--- config.mk ---
export PLATFORM = sky130hd
export DESIGN_NAME = alu_result_buffer
export DESIGN_NICKNAME = d
export VERILOG_FILES = /design/src/rtl/alu_result_buffer.sv
export SDC_FILE = /design/constraint.sdc
export NUM_CORES = 1
export LEC_CHECK = 0
export BUFFER_PORTS_ARGS = -buffer_cell sky130_fd_sc_hd__buf_2
export CORE_MARGIN = 5
export CORE_UTILIZATION = 45
export DETAILED_ROUTE_END_ITERATION = 10
export GPL_ROUTABILITY_DRIVEN = 0
export GPL_TIMING_DRIVEN = 0
export PLACE_DENSITY = 0.66
export SETUP_SLACK_MARGIN = 0.1
export SYNTH_ARGS = -nofsm -noshare
export SYNTH_HDL_FRONTEND = slang
export SYNTH_SLANG_ARGS = --single-unit
--- constraint.sdc ---
create_clock -name CLK -period 4.5 [get_ports CLK]
set_input_delay 0.45 -clock CLK [delete_from_list [all_inputs] [get_ports CLK]]
set_output_delay 0.45 -clock CLK [all_outputs]
set_load 0.05 [all_outputs]
--- src/rtl/alu_result_buffer.sv ---
// Result buffer behind the ALU: FIFO of {result, overflow} entries with a sticky overflow flag
// and a saturating overflow counter. Define ALU_BUF_BYPASS_EN for empty-FIFO combinational bypass.
module alu_result_buffer #(
  parameter int WIDTH = 8,
  parameter int DEPTH = 4,
  parameter int CNT_W = 8
) (
  input  logic                       CLK,
  input  logic                       RST,
  input  logic [WIDTH-1:0]           RES,
  input  logic                       OVF,
  input  logic                       IN_VALID,
  output logic                       IN_READY,
  output logic [WIDTH-1:0]           DOUT,
  output logic                       DOUT_OVF,
  output logic                       DOUT_VALID,
  input  logic                       DOUT_READY,
  output logic [$clog2(DEPTH):0]     COUNT,
  output logic                       STICKY_OVF,
  input  logic                       CLR_OVF,
  output logic [CNT_W-1:0]           OVF_CNT
);

  localparam int AW = $clog2(DEPTH);
  localparam int CW = AW + 1;
  localparam logic [CW-1:0] FULL = CW'(DEPTH);

  // Handshake: an entry moves on a CLK edge only where valid and ready are both high;
  // valid never waits on ready, and an input offered while not ready is lost.

  logic [WIDTH:0]  mem [DEPTH];
  logic [AW-1:0]   wr_ptr;
  logic [AW-1:0]   rd_ptr;
  logic [CW-1:0]   count;
  logic            sticky;
  logic [CNT_W-1:0] ovf_cnt;

  logic not_empty;
  logic accept;
  logic bypass;
  logic store;
  logic pop;

  assign not_empty = (count != '0);
  assign IN_READY  = (count != FULL);
  assign accept    = IN_VALID & IN_READY;

`ifdef ALU_BUF_BYPASS_EN
  assign bypass = ~not_empty & IN_VALID & DOUT_READY;
`else
  assign bypass = 1'b0;
`endif

  assign store = accept & ~bypass;
  assign pop   = not_empty & DOUT_READY;

  always_comb begin
    DOUT       = '0;
    DOUT_OVF   = 1'b0;
    DOUT_VALID = not_empty | bypass;
    if (not_empty) begin
      DOUT     = mem[rd_ptr][WIDTH-1:0];
      DOUT_OVF = mem[rd_ptr][WIDTH];
    end else if (bypass) begin
      DOUT     = RES;
      DOUT_OVF = OVF;
    end
  end

  always_ff @(posedge CLK) begin
    if (store) mem[wr_ptr] <= {OVF, RES};
  end

  always_ff @(posedge CLK) begin
    if (RST) begin
      wr_ptr  <= '0;
      rd_ptr  <= '0;
      count   <= '0;
      sticky  <= 1'b0;
      ovf_cnt <= '0;
    end else begin
      if (store) wr_ptr <= wr_ptr + 1'b1;
      if (pop)   rd_ptr <= rd_ptr + 1'b1;
      case ({store, pop})
        2'b10:   count <= count + 1'b1;
        2'b01:   count <= count - 1'b1;
        default: count <= count;
      endcase
      // A new overflow in the same cycle as a clear must not be lost.
      if (accept & OVF)    sticky <= 1'b1;
      else if (CLR_OVF)    sticky <= 1'b0;
      if (accept & OVF & (ovf_cnt != {CNT_W{1'b1}})) ovf_cnt <= ovf_cnt + 1'b1;
    end
  end

  assign COUNT      = count;
  assign STICKY_OVF = sticky;
  assign OVF_CNT    = ovf_cnt;

endmodule

## After elaboration in Yosys (flattened, before gate mapping)

Memories as Yosys holds them, arrays and structs flattened. A register that Yosys moved wholly into a read port is not among the register bits.
Cells that the tools add are included.

- Bits in registers: 16
- Logic and storage cells: 31
- Memories kept: 1
- Output and inout bits: 23
- Bits in writable memories: 36

- Add/subtract/negate cells: 5
- Bitwise logic cells: 4
- Equal/unequal tests: 4
- Reductions and logical operators: 3
- Mux-type cells: 9

Memory list:

| memory | depth | width | read ports | clocked after memory_dff | write ports | line | source |
|---|---|---|---|---|---|---|---|
| mem | 4 | 9 | 1 | 1 | 1 | 31 | `logic [WIDTH:0] mem [DEPTH];` |

Operator list:

| kind | number |
|---|---|
| $add A8 B1 Y8 const B | 1 |
| $mux W8 | 1 |
| $ne A8 B8 Y1 const B | 1 |
| $pmux W3 S2 | 1 |
| $mux W1 | 5 |
| $add A2 B1 Y2 const B | 2 |
| $and A1 B1 Y1 | 4 |
| $mux W2 | 2 |
| $reduce_bool A2 Y1 | 2 |
| $add A3 B1 Y3 const B | 1 |
| $ne A3 B3 Y1 const B | 1 |
| $reduce_bool A3 Y1 | 1 |
| $sub A3 B1 Y3 const B | 1 |
| $eq A2 B1 Y1 const B | 1 |
| $eq A2 B2 Y1 const B | 1 |

## Longest topological paths before layout

Gate-level depths: netlist of run 1.

- Depth in word-level cells: 4
- Mapped depth: 10
- Depth with buffers taken out: 10

## Worst setup path before layout of run 1

Ideal clock, no wire load.

- Kind: reg2reg
- From: reg count[2], in the netlist COUNT[2]
- To: reg count[2], in the netlist COUNT[2]
- Arrival: 2.656 ns
- Period minus slack after synthesis: 2.726 ns
- Path buffers: 0
- Cell stages (with the launch flop): 11
- Setup time: 0.070 ns
- Required time: 4.430 ns
- Path slack: 1.774 ns
- Cells stage by stage: dfxtp_1 -> nor3b_4 -> clkinv_4 -> and2_2 -> inv_1 -> ha_1 -> inv_1 -> fa_1 -> xor2_1 -> or3_1 -> a21oi_1

- Longest elaborated chain between the ends: 4

RTL lines:

| item | line | source |
|---|---|---|
| start: declaration | 34 | `logic [CW-1:0] count;` |
| start signal: assignment | 85 | `2'b10: count <= count + 1'b1;` |
| start signal: assignment | 86 | `2'b01: count <= count - 1'b1;` |
| start signal: assignment | 87 | `default: count <= count;` |
| $ne A3 B3 Y1 * | 45 | `assign IN_READY = (count != FULL);` |
| net IN_READY | 13 | `output logic IN_READY,` |
| $and A1 B1 Y1 * | 46 | `assign accept = IN_VALID & IN_READY;` |
| $eq A2 B1 Y1 / $eq A2 B2 Y1 (equally long branches) | 84 | `case ({store, pop})` |
| $pmux W3 S2 / $reduce_bool A2 Y1 (equally long branches) | -- |  |

The timed path passes the listed nets; every way through them passes the cells marked *.
A chain may end at the register's enable or synchronous reset.

## Worst setup path in the final report of run 1

- From: reg count[2], in the netlist COUNT[2]
- To: reg count[2], in the netlist COUNT[2]

- Longest elaborated chain between the ends: 4

RTL lines:

| item | line |
|---|---|
| $ne A3 B3 Y1 / $reduce_bool A3 Y1 (equally long branches) | 45, 44 |
| $and A1 B1 Y1, on equally long branches | 46, 55 |
| $eq A2 B1 Y1 / $eq A2 B2 Y1 (equally long branches) | 84 |
| $pmux W3 S2 / $reduce_bool A2 Y1 (equally long branches) | -- |

Parallel ways exist; a longest one is shown, timed or not.

==> qor.yml, run 1 <==
yosys:
  ys_dominant_reg_cell: "sky130_fd_sc_hd__edfxtp_1"
  synthCells: 160
  syn-mean-instance-area_um2: 14.4
  synth-warning-count: 0
  syn-cell-area_um2: 2300
  synth.yosys.seq_area_share: 0.626
  asyncSetResetFlopFracSynth: 0
  synth-seq-cells: 54
  synth_enable_flop_cells: 36
  mappedNetlistNets: 181
  unique_cell_type_count_in_the_yosys_netlist: 37
worst_hold_path:
  hp-start: "RES[7]"
  holdCritPathClass: "in2reg"
final_layout:
  seqCellArea_um2: 1440
  post-route-util: 0.525
  multi_input_area_um2: 795
  antenna-diode-count: 0
  syn_to_final_growth_pct: 15.1
  final.fill_count: 432
  layout_common_cells: "sky130_fd_sc_hd__buf_2 (36), sky130_fd_sc_hd__edfxtp_1 (36), sky130_fd_sc_hd__dfxtp_1 (18)"
  final_net_count: 223
  finalNonFillerCells: 273
  drive_above_1_share: 0.315
placed_design:
  placed_cells_incl_taps: 265
  port_buffers: 35
  detailedPlacementHpwl_mm: 3.19
global_routing:
  grt_use_met2: 0.254
  grt_antenna_before_repair: 0
  globalRouteMet3Util: 0.0417
  global_route.peak_usage_layer: "met2"
  maximum_number_of_pins_on_one_net_before_global_route_repair: 17
  groute.usage.overall: 0.147
  wire_length_of_the_first_global_routing_pass_mm: 7.21
  grt_overflow_total: 0
  first_global_vias: 1478
  grt_util_met1: 0.177
setup_path:
  crit_start: "COUNT[2]$_SDFFE_PP0P_"
  timing.critical_path.to_type: "register"
  worstPathCellList: "nor3b_4 > clkinv_4 > and2_2 > inv_1 > ha_1 > inv_1 > fa_1 > xor2_1 > or3_1 > a21oi_1"
  timing.critical_path.from_type: "register"
  cpPeakStageDelay_ns: 0.39
  cp_max_fo: 7
  number_of_buffer_and_inverter_instances_along_the_worst_setup_path: 3
  worstSetupPathType: "reg2reg"
  critical_path_arrival_ns: 2.69
  critical_path.top_delay_family: "simple AND/OR/NAND/NOR gates"
  critical_path_required_ns: 4.74
  timing.critical_path.mode_cell: "sky130_fd_sc_hd__inv_1"
  critPathSlowestCell: "sky130_fd_sc_hd__dfxtp_1"
  reg_to_reg_start: "COUNT[2]$_SDFFE_PP0P_"
timing:
  maxSlewHeadroom: 0.616
  worstMarginPinSlew_ns: 0.576
  hold_viol: 0
  fin_skew_ns: 0.00576
  finalSetupViolCount: 0
  max_freq_mhz: 407
  layout_worst_path_cycle_share: 0.545
  slew_viol_final: 0
  shortest_period_the_worst_path_allows_ns: 2.45
  rsz0062_at_grt: "no"
  setup-tns-final_ns: 0
floorplanning:
  floorplan.io_pins: 37
  die-width_um: 81.5
  row_count: 26
  fp.dieH_um: 81.5
  design.die.area_um2: 6650
  core_um2: 5040
  floorplan.initialDensity: 0.457
power_and_ir_drop:
  leakage_power_nw: 0.953
  power_density_nw_per_um2: 583
  power_frac_clock: 0.169
  cell_internal_pwr_w: 0.000905
  p_sw_w: 0.000639
  p_sw_frac: 0.414
  share_comb_of_total_power: 0.425
  vdd_drop_max_mv: 0.399
  p_seq_frac: 0.406
run:
  max_cap_viol_count: 0
routing:
  avgRoutedWirePerCell_um: 15.9
  postRouteAntennaNets: 0
  drtIter0Drc: 85
  drc_errors: 0
  drt_first_pass_iters: 4
  routed_vias: 1416
  totalWireLength_mm: 4.35
  via_density_per_instance: 5.19
cts:
  tritoncts_clock_tree: "built"
  cts_max_level: 2
  cts_hold_buf: 0
  cts.sink_count: 54
  clk_pin_slew_worst_setup_hold_paths_ns: 0.09
  cts_buffer_depth: 2
  cts_root_buffer: "sky130_fd_sc_hd__clkbuf_8"
  cts_buffers: 5
  worst_skew_pair.late_latency_ns: 0.30
  postCtsSetupBuffers: 0
  post_cts_resize_count: 0
outcome:
  result_of_the_run: "finished, final reports clean"
[Yosys cell counts (2+ instances only)]
cell type                   n  share of area
sky130_fd_sc_hd__edfxtp_1  36           0.47
sky130_fd_sc_hd__dfxtp_1   18           0.16
sky130_fd_sc_hd__and2_1    10          0.027
sky130_fd_sc_hd__nor2_1    10          0.016
sky130_fd_sc_hd__a21oi_1    9          0.020
sky130_fd_sc_hd__mux4_2     9          0.088
sky130_fd_sc_hd__inv_1      7          0.011
sky130_fd_sc_hd__ha_1       6          0.033
sky130_fd_sc_hd__nand2_1    5         0.0082
sky130_fd_sc_hd__nand3_1    5          0.011
sky130_fd_sc_hd__and3_2     4          0.013
sky130_fd_sc_hd__o21ai_0    4         0.0087
sky130_fd_sc_hd__clkbuf_1   3         0.0049
sky130_fd_sc_hd__o31ai_1    3         0.0098
sky130_fd_sc_hd__or3_1      3         0.0082
sky130_fd_sc_hd__xor2_1     3          0.011
sky130_fd_sc_hd__nor2b_1    2         0.0054
sky130_fd_sc_hd__nor4_1     2         0.0054
sky130_fd_sc_hd__or4_1      2         0.0065
sky130_fd_sc_hd__xnor2_1    2         0.0076
[kinds of logic (layout without fill, tap and decap cells)]
group                      after synthesis  in the layout  share of synthesized area
AOI/OAI and AO/OA                       17             17                     0.0413
xor gates and xnor gates                 5              5                     0.0190
muxes                                   11             11                     0.0989
buffers and inverters                   14             57                     0.0288
DFF                                     54             54                      0.626
adders and majority gates                7              7                     0.0413
and+or+nand+nor                         52             52                      0.145
[layout make-up]
class / count / share of cell area
multi-input cells: 92 / 0.300
clock inverters: 1 / 0.00283
inverters: 8 / 0.0132
well taps: 70 / 0.0331
flip-flops and latches: 54 / 0.544
clock buffers: 7 / 0.0288
repair buffers: 35 / 0.0661
plain buffers: 6 / 0.0118
[sequential cells by signal, summed over array words and instances (netlist names), named ones only]
register	count
COUNT	3
OVF_CNT	8
STICKY_OVF	1
mem	36
rd_ptr	2
wr_ptr	2
[path summary, 6_finish.rpt]
| path | to | slack (ns) | cells after the start |
|---|---|---|---|
| worst max-delay path | COUNT[2]$_SDFFE_PP0P_ | 2.05 | 10 |
| worst min-delay path | mem[2][7]$_DFFE_PP_ | 0.36 | 1 |
| worst max register to register | COUNT[2]$_SDFFE_PP0P_ | 2.05 | 10 |
| worst min register to register | STICKY_OVF$_SDFFE_PP0P_ | 0.49 | 2 |
[metrics by stage]
stage	power (W)	setup WS [ns]	hold WS [ns]	area (µm²)
final	0.00154	2.05	0.362	2650
after detailed placement	0.00131	2.07	0.477	2560
after global placement	0.00128	2.16	0.462	2560
after CTS	0.00157	2.04	0.353	2650
after floorplan	0.00115	1.77	0.469	2300
after global routing	0.00164	1.90	0.346	2650
[routing by layer]
metal	vias up	routed length [µm]
met1	692	1850
met5	-	0
met2	36	2220
met4	0	65
met3	8	223
li1	680	-
[worst reg2reg max path: stages (launching register included)]
cell	delay [ns]
sky130_fd_sc_hd__dfxtp_1	0.39
sky130_fd_sc_hd__nor3b_4	0.30
sky130_fd_sc_hd__clkinv_4	0.12
sky130_fd_sc_hd__and2_2	0.23
sky130_fd_sc_hd__inv_1	0.08
sky130_fd_sc_hd__ha_1	0.21
sky130_fd_sc_hd__inv_1	0.07
sky130_fd_sc_hd__fa_1	0.37
sky130_fd_sc_hd__xor2_1	0.16
sky130_fd_sc_hd__or3_1	0.31
sky130_fd_sc_hd__a21oi_1	0.14
[power by group through the flow]
stage	clock [W]	sequential [W]	combinational [W]
2_1_floorplan	0	0.000676	0.000476
3_5_place_dp	0	0.000639	0.000670
4_1_cts	0.000269	0.000628	0.000668
5_1_grt	0.000292	0.000633	0.000710
3_3_place_gp	0	0.000632	0.000647
6_report	0.000260	0.000627	0.000657
(Power assumes the default switching activity.)
==> inputs of run 2 (changes only) <==
==> constraint.sdc (replaced) <==
create_clock -name CLK -period 2.5 [get_ports CLK]
set_input_delay 0.25 -clock CLK [delete_from_list [all_inputs] [get_ports CLK]]
set_output_delay 0.25 -clock CLK [all_outputs]
set_load 0.05 [all_outputs]
==> run 2 against run 1 <==
  * First-iteration DRC count shrank 40%
  * Cell area grew 2.0%
  * Total power grew 87%
  * Final cell count grew 1.1%
  * Setup slack worse by 1.8 ns
  * Fmax up 9.7%
  * Utilization increased by 1.0 points
  * Clock skew shrank 0.0035 ns
  * Sequential share of layout area decreased by 0.83 points
  * Via count shrank 0.85%
  * Register-to-register slack worse by 1.8 ns
  * Sequential power up 80%
==> qor.yml, run 2 (synthesis gave the netlist of run 1 again) <==
setup_path:
  timing.critical_path.from_type: "register"
  worstSetupPathType: "reg2reg"
  worstPathCellList: "nor3b_4 > clkinv_4 > and2_4 > inv_1 > ha_1 > inv_1 > fa_1 > xor2_1 > or3_1 > a21oi_1"
  critical_path_required_ns: 2.73
  cp_max_fo: 5
  critical_path.top_delay_family: "simple AND/OR/NAND/NOR gates"
  minimum_setup_slack_among_reg_to_reg_paths_ns: 0.26
  reg_to_reg_start: "COUNT[1]$_SDFFE_PP0P_"
  number_of_buffer_and_inverter_instances_along_the_worst_setup_path: 3
  cpPeakStageDelay_ns: 0.37
  timing.critical_path.mode_cell: "sky130_fd_sc_hd__inv_1"
  worst-path-stages: 10
  timing.critical_path.to_type: "register"
  critPathSlowestCell: "sky130_fd_sc_hd__fa_1"
  critical_path_arrival_ns: 2.47
  crit_path_end: "COUNT[2]$_SDFFE_PP0P_"
  crit_start: "COUNT[1]$_SDFFE_PP0P_"
  timing.reg2reg.worst_path_depth: 10
  r2r-end: "COUNT[2]$_SDFFE_PP0P_"
routing:
  drc_errors: 0
  totalWireLength_mm: 4.21
  postRouteAntennaNets: 0
  wl_met3_um: 234
  met2WireLength_mm: 2.17
  m1WireLength_mm: 1.76
  via_density_per_instance: 5.09
  drt_first_pass_iters: 4
  avgRoutedWirePerCell_um: 15.3
  drtIter0Drc: 51
  routed_vias: 1404
  highest_layer: "met4"
worst_hold_path:
  holdCritPathClass: "in2reg"
power_and_ir_drop:
  leakage_power_nw: 0.984
  vdd_drop_max_mv: 0.638
  power_density_nw_per_um2: 1070
final_layout:
  final_net_count: 226
  flip_flop_count_of_the_largest_register_after_layout: 36
  layout_common_cells: "sky130_fd_sc_hd__buf_2 (36), sky130_fd_sc_hd__edfxtp_1 (36), sky130_fd_sc_hd__dfxtp_1 (15)"
  register_bank_with_the_most_flops: "mem"
  drive_above_1_share: 0.340
  antenna-diode-count: 0
  final.fill_count: 425
  multi_input_area_um2: 796
  seqCellArea_um2: 1450
  syn_to_final_growth_pct: 17.3
timing:
  fin_skew_ns: 0.00224
  slew_viol_final: 0
  finalWorstSetupSlack_ns: 0.263
  shortest_period_the_worst_path_allows_ns: 2.24
  worstMarginPinSlew_ns: 0.576
  maxSlewHeadroom: 0.616
  rsz0062_at_grt: "no"
  hold_viol: 0
  layout_worst_path_cycle_share: 0.895
  setup-tns-final_ns: 0
  finalSetupViolCount: 0
  max_freq_mhz: 447
floorplanning:
  floorplan.initialDensity: 0.457
  design.die.area_um2: 6650
  die-width_um: 81.5
  floorplan.io_pins: 37
  fp.dieH_um: 81.5
  row_count: 26
  core_um2: 5040
cts:
  cts_buffers: 5
  cts_max_level: 2
  cts_root_buffer: "sky130_fd_sc_hd__clkbuf_8"
  worst_skew_pair.late_latency_ns: 0.30
  cts_hold_buf: 0
  cts.sink_count: 54
  tritoncts_clock_tree: "built"
  clk_pin_slew_worst_setup_hold_paths_ns: 0.09
  cts_buffer_depth: 2
global_routing:
  first_global_vias: 1463
  grt_overflow_total: 0
  grt_antenna_before_repair: 0
  maximum_number_of_pins_on_one_net_before_global_route_repair: 16
  wire_length_of_the_first_global_routing_pass_mm: 6.90
  groute.usage.overall: 0.141
run:
  max_cap_viol_count: 0
placed_design:
  port_buffers: 35
  pre_cts_ws_ns: 0.174
  detailedPlacementHpwl_mm: 3.08
outcome:
  result_of_the_run: "finished, final reports clean"
==> run 2: stage by stage <==
stage          cells  power (W)  area [µm²]  hold slack, ns  utilization
2_1_floorplan    160    0.00208        2310           0.349            -
3_3_place_gp     265    0.00231        2570           0.459        0.510
3_5_place_dp     265    0.00235        2570           0.465        0.510
4_1_cts          273    0.00290        2680           0.155        0.531
5_1_grt          276    0.00305        2700           0.155        0.536
6_report         276    0.00288        2700           0.166        0.536
==> run 2: per-layer routing <==
metal,up-vias,GRT usage
met5,-,0
met3,5,0.0417
li1,679,-
met1,682,0.170
met2,38,0.242
met4,0,0.0456
==> run 2: how the worst min path moves through the flow <==
stage	from	to	slack [ns]	cells past startpoint
finish	RES[1]	mem[3][1]$_DFFE_PP_	0.17	1
global route	RES[5]	mem[1][5]$_DFFE_PP_	0.15	1
CTS	RES[1]	mem[3][1]$_DFFE_PP_	0.16	1
detailed placement	STICKY_OVF$_SDFFE_PP0P_	STICKY_OVF$_SDFFE_PP0P_	0.47	2
global placement	STICKY_OVF$_SDFFE_PP0P_	STICKY_OVF$_SDFFE_PP0P_	0.46	2
floorplan	RES[0]	mem[0][0]$_DFFE_PP_	0.35	0
==> run 2: final cells by class <==
| cell class | instances | share of cell area |
|---|---|---|
| multi-input combinational | 92 | 0.295 |
| tap | 70 | 0.0324 |
| sequential | 54 | 0.536 |
| timing repair buffer | 38 | 0.0732 |
| inverter | 8 | 0.0130 |
| clock inverter | 1 | 0.0111 |
| buffer | 6 | 0.0116 |
| clock buffer | 7 | 0.0283 |
==> run 2: repair_timing <==
| item | in CTS | in global routing |
|---|---|---|
| setup buffers | 0 | 3 |
| setup endpoints to repair | 0 | 1 |
| gates resized for setup | 0 | 0 |
==> run 2: power by group <==
part | switching, W | internal, W
Combinational | 0.000809 | 0.000381
Sequential | 0.0000609 | 0.00107
Clock | 0.000262 | 0.000300
==> run 2: worst reg2reg max path, stage by stage (launching register included) <==
cell and delay, ns:
sky130_fd_sc_hd__dfxtp_2 0.36, sky130_fd_sc_hd__nor3b_4 0.27, sky130_fd_sc_hd__clkinv_4 0.09, sky130_fd_sc_hd__and2_4 0.15
sky130_fd_sc_hd__inv_1 0.07, sky130_fd_sc_hd__ha_1 0.19, sky130_fd_sc_hd__inv_1 0.07, sky130_fd_sc_hd__fa_1 0.37
sky130_fd_sc_hd__xor2_1 0.16, sky130_fd_sc_hd__or3_1 0.31, sky130_fd_sc_hd__a21oi_1 0.14
